===== src/rtl/wb_ram_arbiter.sv =====
// Two-master Wishbone arbiter that shares the data-RAM slave port between m0 (CPU data) and m1.
// Build option: define WB_ARB_ROUND_ROBIN_EN for round-robin contention; the default build uses fixed m0 priority.
module wb_ram_arbiter #(
  parameter int unsigned MAX_HOLD = 16
) (
  input  logic        wb_clk_i,
  input  logic        wb_rst_i,
  input  logic        m0_cyc_i,
  input  logic        m0_stb_i,
  input  logic        m0_we_i,
  input  logic [3:0]  m0_sel_i,
  input  logic [31:0] m0_adr_i,
  input  logic [31:0] m0_dat_i,
  output logic [31:0] m0_dat_o,
  output logic        m0_ack_o,
  input  logic        m1_cyc_i,
  input  logic        m1_stb_i,
  input  logic        m1_we_i,
  input  logic [3:0]  m1_sel_i,
  input  logic [31:0] m1_adr_i,
  input  logic [31:0] m1_dat_i,
  output logic [31:0] m1_dat_o,
  output logic        m1_ack_o,
  output logic        s_cyc_o,
  output logic        s_stb_o,
  output logic        s_we_o,
  output logic [3:0]  s_sel_o,
  output logic [31:0] s_adr_o,
  output logic [31:0] s_dat_o,
  input  logic [31:0] s_dat_i,
  input  logic        s_ack_i,
  output logic [1:0]  grant_o
);

  // state | meaning
  // IDLE  | no owner; slave port parked at 0, stray acks dropped
  // GNT0  | m0 owns the slave port
  // GNT1  | m1 owns the slave port
  typedef enum logic [1:0] {IDLE = 2'd0, GNT0 = 2'd1, GNT1 = 2'd2} state_t;

  localparam int unsigned HW = (MAX_HOLD == 0) ? 1 : $clog2(MAX_HOLD + 1);
  localparam logic [HW-1:0] HOLD_MAX = HW'(MAX_HOLD);

  state_t        state, state_nxt;
  logic [HW-1:0] hold_cnt, hold_cnt_nxt, hold_sum;
  logic          own_cyc, own_stb, oth_cyc, own_ack;
  logic          hold_inc, limit_nxt, force_rel;

  always_comb begin
    own_cyc = 1'b0;
    own_stb = 1'b0;
    oth_cyc = 1'b0;
    case (state)
      GNT0: begin
        own_cyc = m0_cyc_i;
        own_stb = m0_stb_i;
        oth_cyc = m1_cyc_i;
      end
      GNT1: begin
        own_cyc = m1_cyc_i;
        own_stb = m1_stb_i;
        oth_cyc = m0_cyc_i;
      end
      default: ;
    endcase
  end

  assign own_ack  = s_ack_i & (state != IDLE);
  assign hold_inc = own_ack & (hold_cnt != HOLD_MAX);
  assign hold_sum = hold_cnt + HW'(hold_inc);
  // Release on the edge that closes the limiting ack, so a streaming owner never sees an extra ack.
  assign limit_nxt = (MAX_HOLD != 0) && (hold_sum == HOLD_MAX);
  assign force_rel = limit_nxt & oth_cyc & ~(own_stb & ~s_ack_i);

`ifdef WB_ARB_ROUND_ROBIN_EN
  logic last_owner;   // 1 = m1 owned last
`endif

  always_comb begin
    state_nxt    = state;
    hold_cnt_nxt = hold_cnt;
    case (state)
      IDLE: begin
        if (m0_cyc_i && m1_cyc_i) begin
`ifdef WB_ARB_ROUND_ROBIN_EN
          state_nxt = last_owner ? GNT0 : GNT1;
`else
          state_nxt = GNT0;
`endif
        end else if (m0_cyc_i) begin
          state_nxt = GNT0;
        end else if (m1_cyc_i) begin
          state_nxt = GNT1;
        end
        hold_cnt_nxt = '0;
      end
      GNT0, GNT1: begin
        hold_cnt_nxt = hold_sum;
        if (!own_cyc || force_rel) begin
          state_nxt = IDLE;
        end
      end
      default: state_nxt = IDLE;
    endcase
  end

  always_ff @(posedge wb_clk_i) begin
    if (wb_rst_i) begin
      state    <= IDLE;
      hold_cnt <= '0;
    end else begin
      state    <= state_nxt;
      hold_cnt <= hold_cnt_nxt;
    end
  end

`ifdef WB_ARB_ROUND_ROBIN_EN
  always_ff @(posedge wb_clk_i) begin
    if (wb_rst_i) begin
      last_owner <= 1'b1;
    end else if (state == IDLE && state_nxt == GNT0) begin
      last_owner <= 1'b0;
    end else if (state == IDLE && state_nxt == GNT1) begin
      last_owner <= 1'b1;
    end
  end
`endif

  always_comb begin
    s_cyc_o = 1'b0;
    s_stb_o = 1'b0;
    s_we_o  = 1'b0;
    s_sel_o = '0;
    s_adr_o = '0;
    s_dat_o = '0;
    case (state)
      GNT0: begin
        s_cyc_o = m0_cyc_i;
        s_stb_o = m0_stb_i;
        s_we_o  = m0_we_i;
        s_sel_o = m0_sel_i;
        s_adr_o = m0_adr_i;
        s_dat_o = m0_dat_i;
      end
      GNT1: begin
        s_cyc_o = m1_cyc_i;
        s_stb_o = m1_stb_i;
        s_we_o  = m1_we_i;
        s_sel_o = m1_sel_i;
        s_adr_o = m1_adr_i;
        s_dat_o = m1_dat_i;
      end
      default: ;
    endcase
  end

  assign m0_ack_o = s_ack_i & (state == GNT0);
  assign m1_ack_o = s_ack_i & (state == GNT1);
  assign m0_dat_o = s_dat_i;
  assign m1_dat_o = s_dat_i;
  assign grant_o  = {state == GNT1, state == GNT0};

endmodule


===== config.mk =====
export PLATFORM = sky130hd
export DESIGN_NAME = wb_ram_arbiter
export DESIGN_NICKNAME = d
export VERILOG_FILES = /design/src/rtl/wb_ram_arbiter.sv
export SDC_FILE = /design/constraint.sdc
export NUM_CORES = 1
export LEC_CHECK = 0
export ABC_AREA = 1
export CAP_MARGIN = 20
export CORE_AREA = 2 2 121 123
export DETAILED_ROUTE_END_ITERATION = 8
export DIE_AREA = 0 0 123 125
export HOLD_SLACK_MARGIN = 0.12
export PLACE_DENSITY = 0.6
export SLEW_MARGIN = 20
export SYNTH_ARGS = -nofsm -noshare
export SYNTH_HDL_FRONTEND = slang
export SYNTH_SLANG_ARGS = --single-unit

===== constraint.sdc =====
create_clock -name wb_clk_i -period 2.09 [get_ports wb_clk_i]
set_input_delay 0.209 -clock wb_clk_i [delete_from_list [all_inputs] [get_ports wb_clk_i]]
set_output_delay 0.209 -clock wb_clk_i [all_outputs]
set_load 0.03 [all_outputs]

==> impl_metrics.ini <==
[status]
outcome = finished, final reports clean

[synth]
yosysSeqAreaShare_pct = 7.05
synth-warning-count = 0
synth_edf_count = 0
synthCells = 379
syn_area_mm2 = 0.00199
netlist.area_leader.share_pct = 31.7
yosys_register_bits = 7
synthArstFlopShare_pct = 0
ys.flop_type = dfxtp_1
yosysMostFrequentCell = nand2_1
synth_nets = 562
syn_area_per_cell_um2 = 5.24
synth_top_cells_by_area = nand2_1 (32%), buf_4 (25%), a21oi_1 (19%)
ys_types = 19
yosys-top-cells-count = nand2_1 (168), a21oi_1 (76), buf_4 (66)
synth_top_cell_by_area = nand2_1

[sta]
relSlewSlack_pct = 77.6
setup_viol = 0
tns_ps = 0
drv_slew = 0
fin_ws_ps = 97.1
period_minus_slack_ps = 1990
worstMarginPinSlew_ps = 337
post-route-period-util_pct = 95.4
fin_skew_ps = 1.70
hold_viol = 0
clock.fmax_mhz = 502

[worst_setup_path]
path_cells = inv_2 > ha_4 > nor2_1 > o41ai_2 > inv_1 > ha_4 > ha_4 > nor2_4 > nand3_2 > nor2_2 > nand2_1 > nand2_2 > nand2_1 > nand2_1 > a21oi_2
r2r_start = state[0]
cpPeakStageDelay_ps = 360
required_ps = 2200
critPathLaunchType = flip-flop
cp.buffers_inverters = 2
r2r_slack_ps = 100
r2r_cells = 15
crit_type = reg -> reg
crit_family = simple AND/OR/NAND/NOR gates
cp.arrival_ps = 2100
critPathCaptureType = flip-flop
crit_fanout = 4
r2r_end = state[0]
critical_path.slowest_cell = dfxtp_4

[route]
drtIter0Drc = 110
antenna_left = 0
wl_per_cell_um = 12.0
routed_wirelength_um = 8570
drt-pass1-iter-count = 4
routed-via-count = 2808
drcViolationCount = 0
viasPerCell = 3.93

[clock_network]
cts_setup_buffers = 0
postCtsHoldBufs = 0
clkTransAtPathRegs_ps = 40
cts_max_level = 1
cts.sinks = 7
root_buffer = clkbuf_16
cts_tree = done
cts_buffers = 3
clock_latency_ps = 230
clock_path_buffers = 2

[layout]
finalNetCount = 715
final_area_mm2 = 0.00412
area_delta_synth_final_pct = 107
layout-drive-gt1-share_pct = 9.79
n_antenna_cell = 0
fillCellCount = 1583

[global_routing]
grt_use_total_pct = 10.2
grt_antenna_before_repair = 0
overflow = 0
first_global_vias = 2583
grt_max_degree = 43
grt_pass1_wl_um = 12800

[power]
power_density_mw_per_mm2 = 356
leakagePower_nw = 1.73
p_int_mw = 0.868
switching_share_pct = 40.8
power_frac_seq_pct = 9.9
combPwrFrac_pct = 67.4
power_switching_mw = 0.597
peakVddDrop_uv = 239
pwr-share-clk_pct = 22.7

[flow_run]
drv_cap = 0

[hold_path]
hold_depth = 0
min_to = m0_dat_o[3]
hold_path.class = in -> out
hold_start = s_dat_i[3]

[floorplanning]
die_y_um = 125
num_rows = 44
ios = 316
dieArea_mm2 = 0.0154
initial_core_util_pct = 14.0
die_w_um = 123
coreArea_mm2 = 0.0142

[place]
port-buffer-count = 219
place_ws_ps = -115
dpl.hpwl_um = 6880
gp_congestion = 0.786
place_area_mm2 = 0.00406
[through the flow]
step	hold WS, ps	instances	power, mW	util [%]
2_1_floorplan	271	379	0.823	-
3_5_place_dp	418	711	1.17	28.6
6_report	418	715	1.47	29.0
4_1_cts	418	715	1.47	28.6
3_3_place_gp	418	711	1.18	28.6
5_1_grt	418	715	1.58	29.0
[power groups by stage]
stage	logic, mW	clock network, mW	registers [mW]
floorplan	0.678	0	0.144
global placement	1.03	0	0.145
detailed placement	1.03	0	0.145
CTS	0.983	0.342	0.144
global route	1.08	0.357	0.146
finish	0.987	0.333	0.145
[logic make-up after synthesis]
| kind of cell | Yosys count | share of synthesized area, % |
|---|---|---|
| DFF | 7 | 7.05 |
| adders and majority gates | 6 | 3.78 |
| and+or+nand+nor | 186 | 36.8 |
| AOI/OAI and AO/OA | 79 | 20.8 |
| buffers and inverters | 101 | 31.5 |
[layer usage]
layer  vias to the layer above  GRT usage (%)  wire, µm  share of wire (%)
met5                         -              0         0                  0
met4                         0           3.74       260                3.0
met3                        29           3.33       923                 11
met2                       145           17.9      4150                 48
met1                      1194           11.3      3240                 38
li1                       1440              -         -                  -
[layout make-up]
type	instances	area, µm²	share of cell area (%)
multi-input combinational	271	1280	31.0
timing repair buffer	235	2330	56.6
inverter	14	52.6	1.28
clock buffer	4	78.8	1.91
sequential	7	146	3.56
tap	184	230	5.59
[worst max path at each step]
stage	end	startpoint	cells past startpoint
final	state[0]	state[0]	15
after global routing	state[0]	state[0]	17
after CTS	state[0]	state[1]	15
after detailed placement	state[0]	s_ack_i	15
after global placement	state[0]	s_ack_i	15
after floorplan	s_dat_o[30]	state[0]	6
[worst reg2reg max path: stages, from the launching register on]
cell and delay (ps):
dfxtp_4 360, inv_2 60, ha_4 160, nor2_1 140, o41ai_2 90, inv_1 100, ha_4 150, ha_4 200
nor2_4 110, nand3_2 80, nor2_2 100, nand2_1 60, nand2_2 70, nand2_1 70, nand2_1 70, a21oi_2 50
[cell usage in the layout, fill, tap and decap left out, types with 4 or more instances in the layout]
master	n
dlygate4sd2_1	57
buf_4	17
clkdlybuf4s15_1	4
nand2_1	168
a21oi_1	76
inv_1	11
dfxtp_1	4
nand3_1	6
clkdlybuf4s50_1	144
buf_12	10
nor2_1	4
[timing repair]
| action | 4_1_cts | 5_1_grt |
|---|---|---|
| endpoints found under the setup margin | 64 | 57 |
| pin swaps | 0 | 1 |
| resized for setup | 65 | 21 |
[flip-flops by register name, indices dropped and copies added (netlist names)]
| signal | flops |
|---|---|
| hold_cnt | 5 |
| state | 2 |
(Power assumes the default switching activity.)
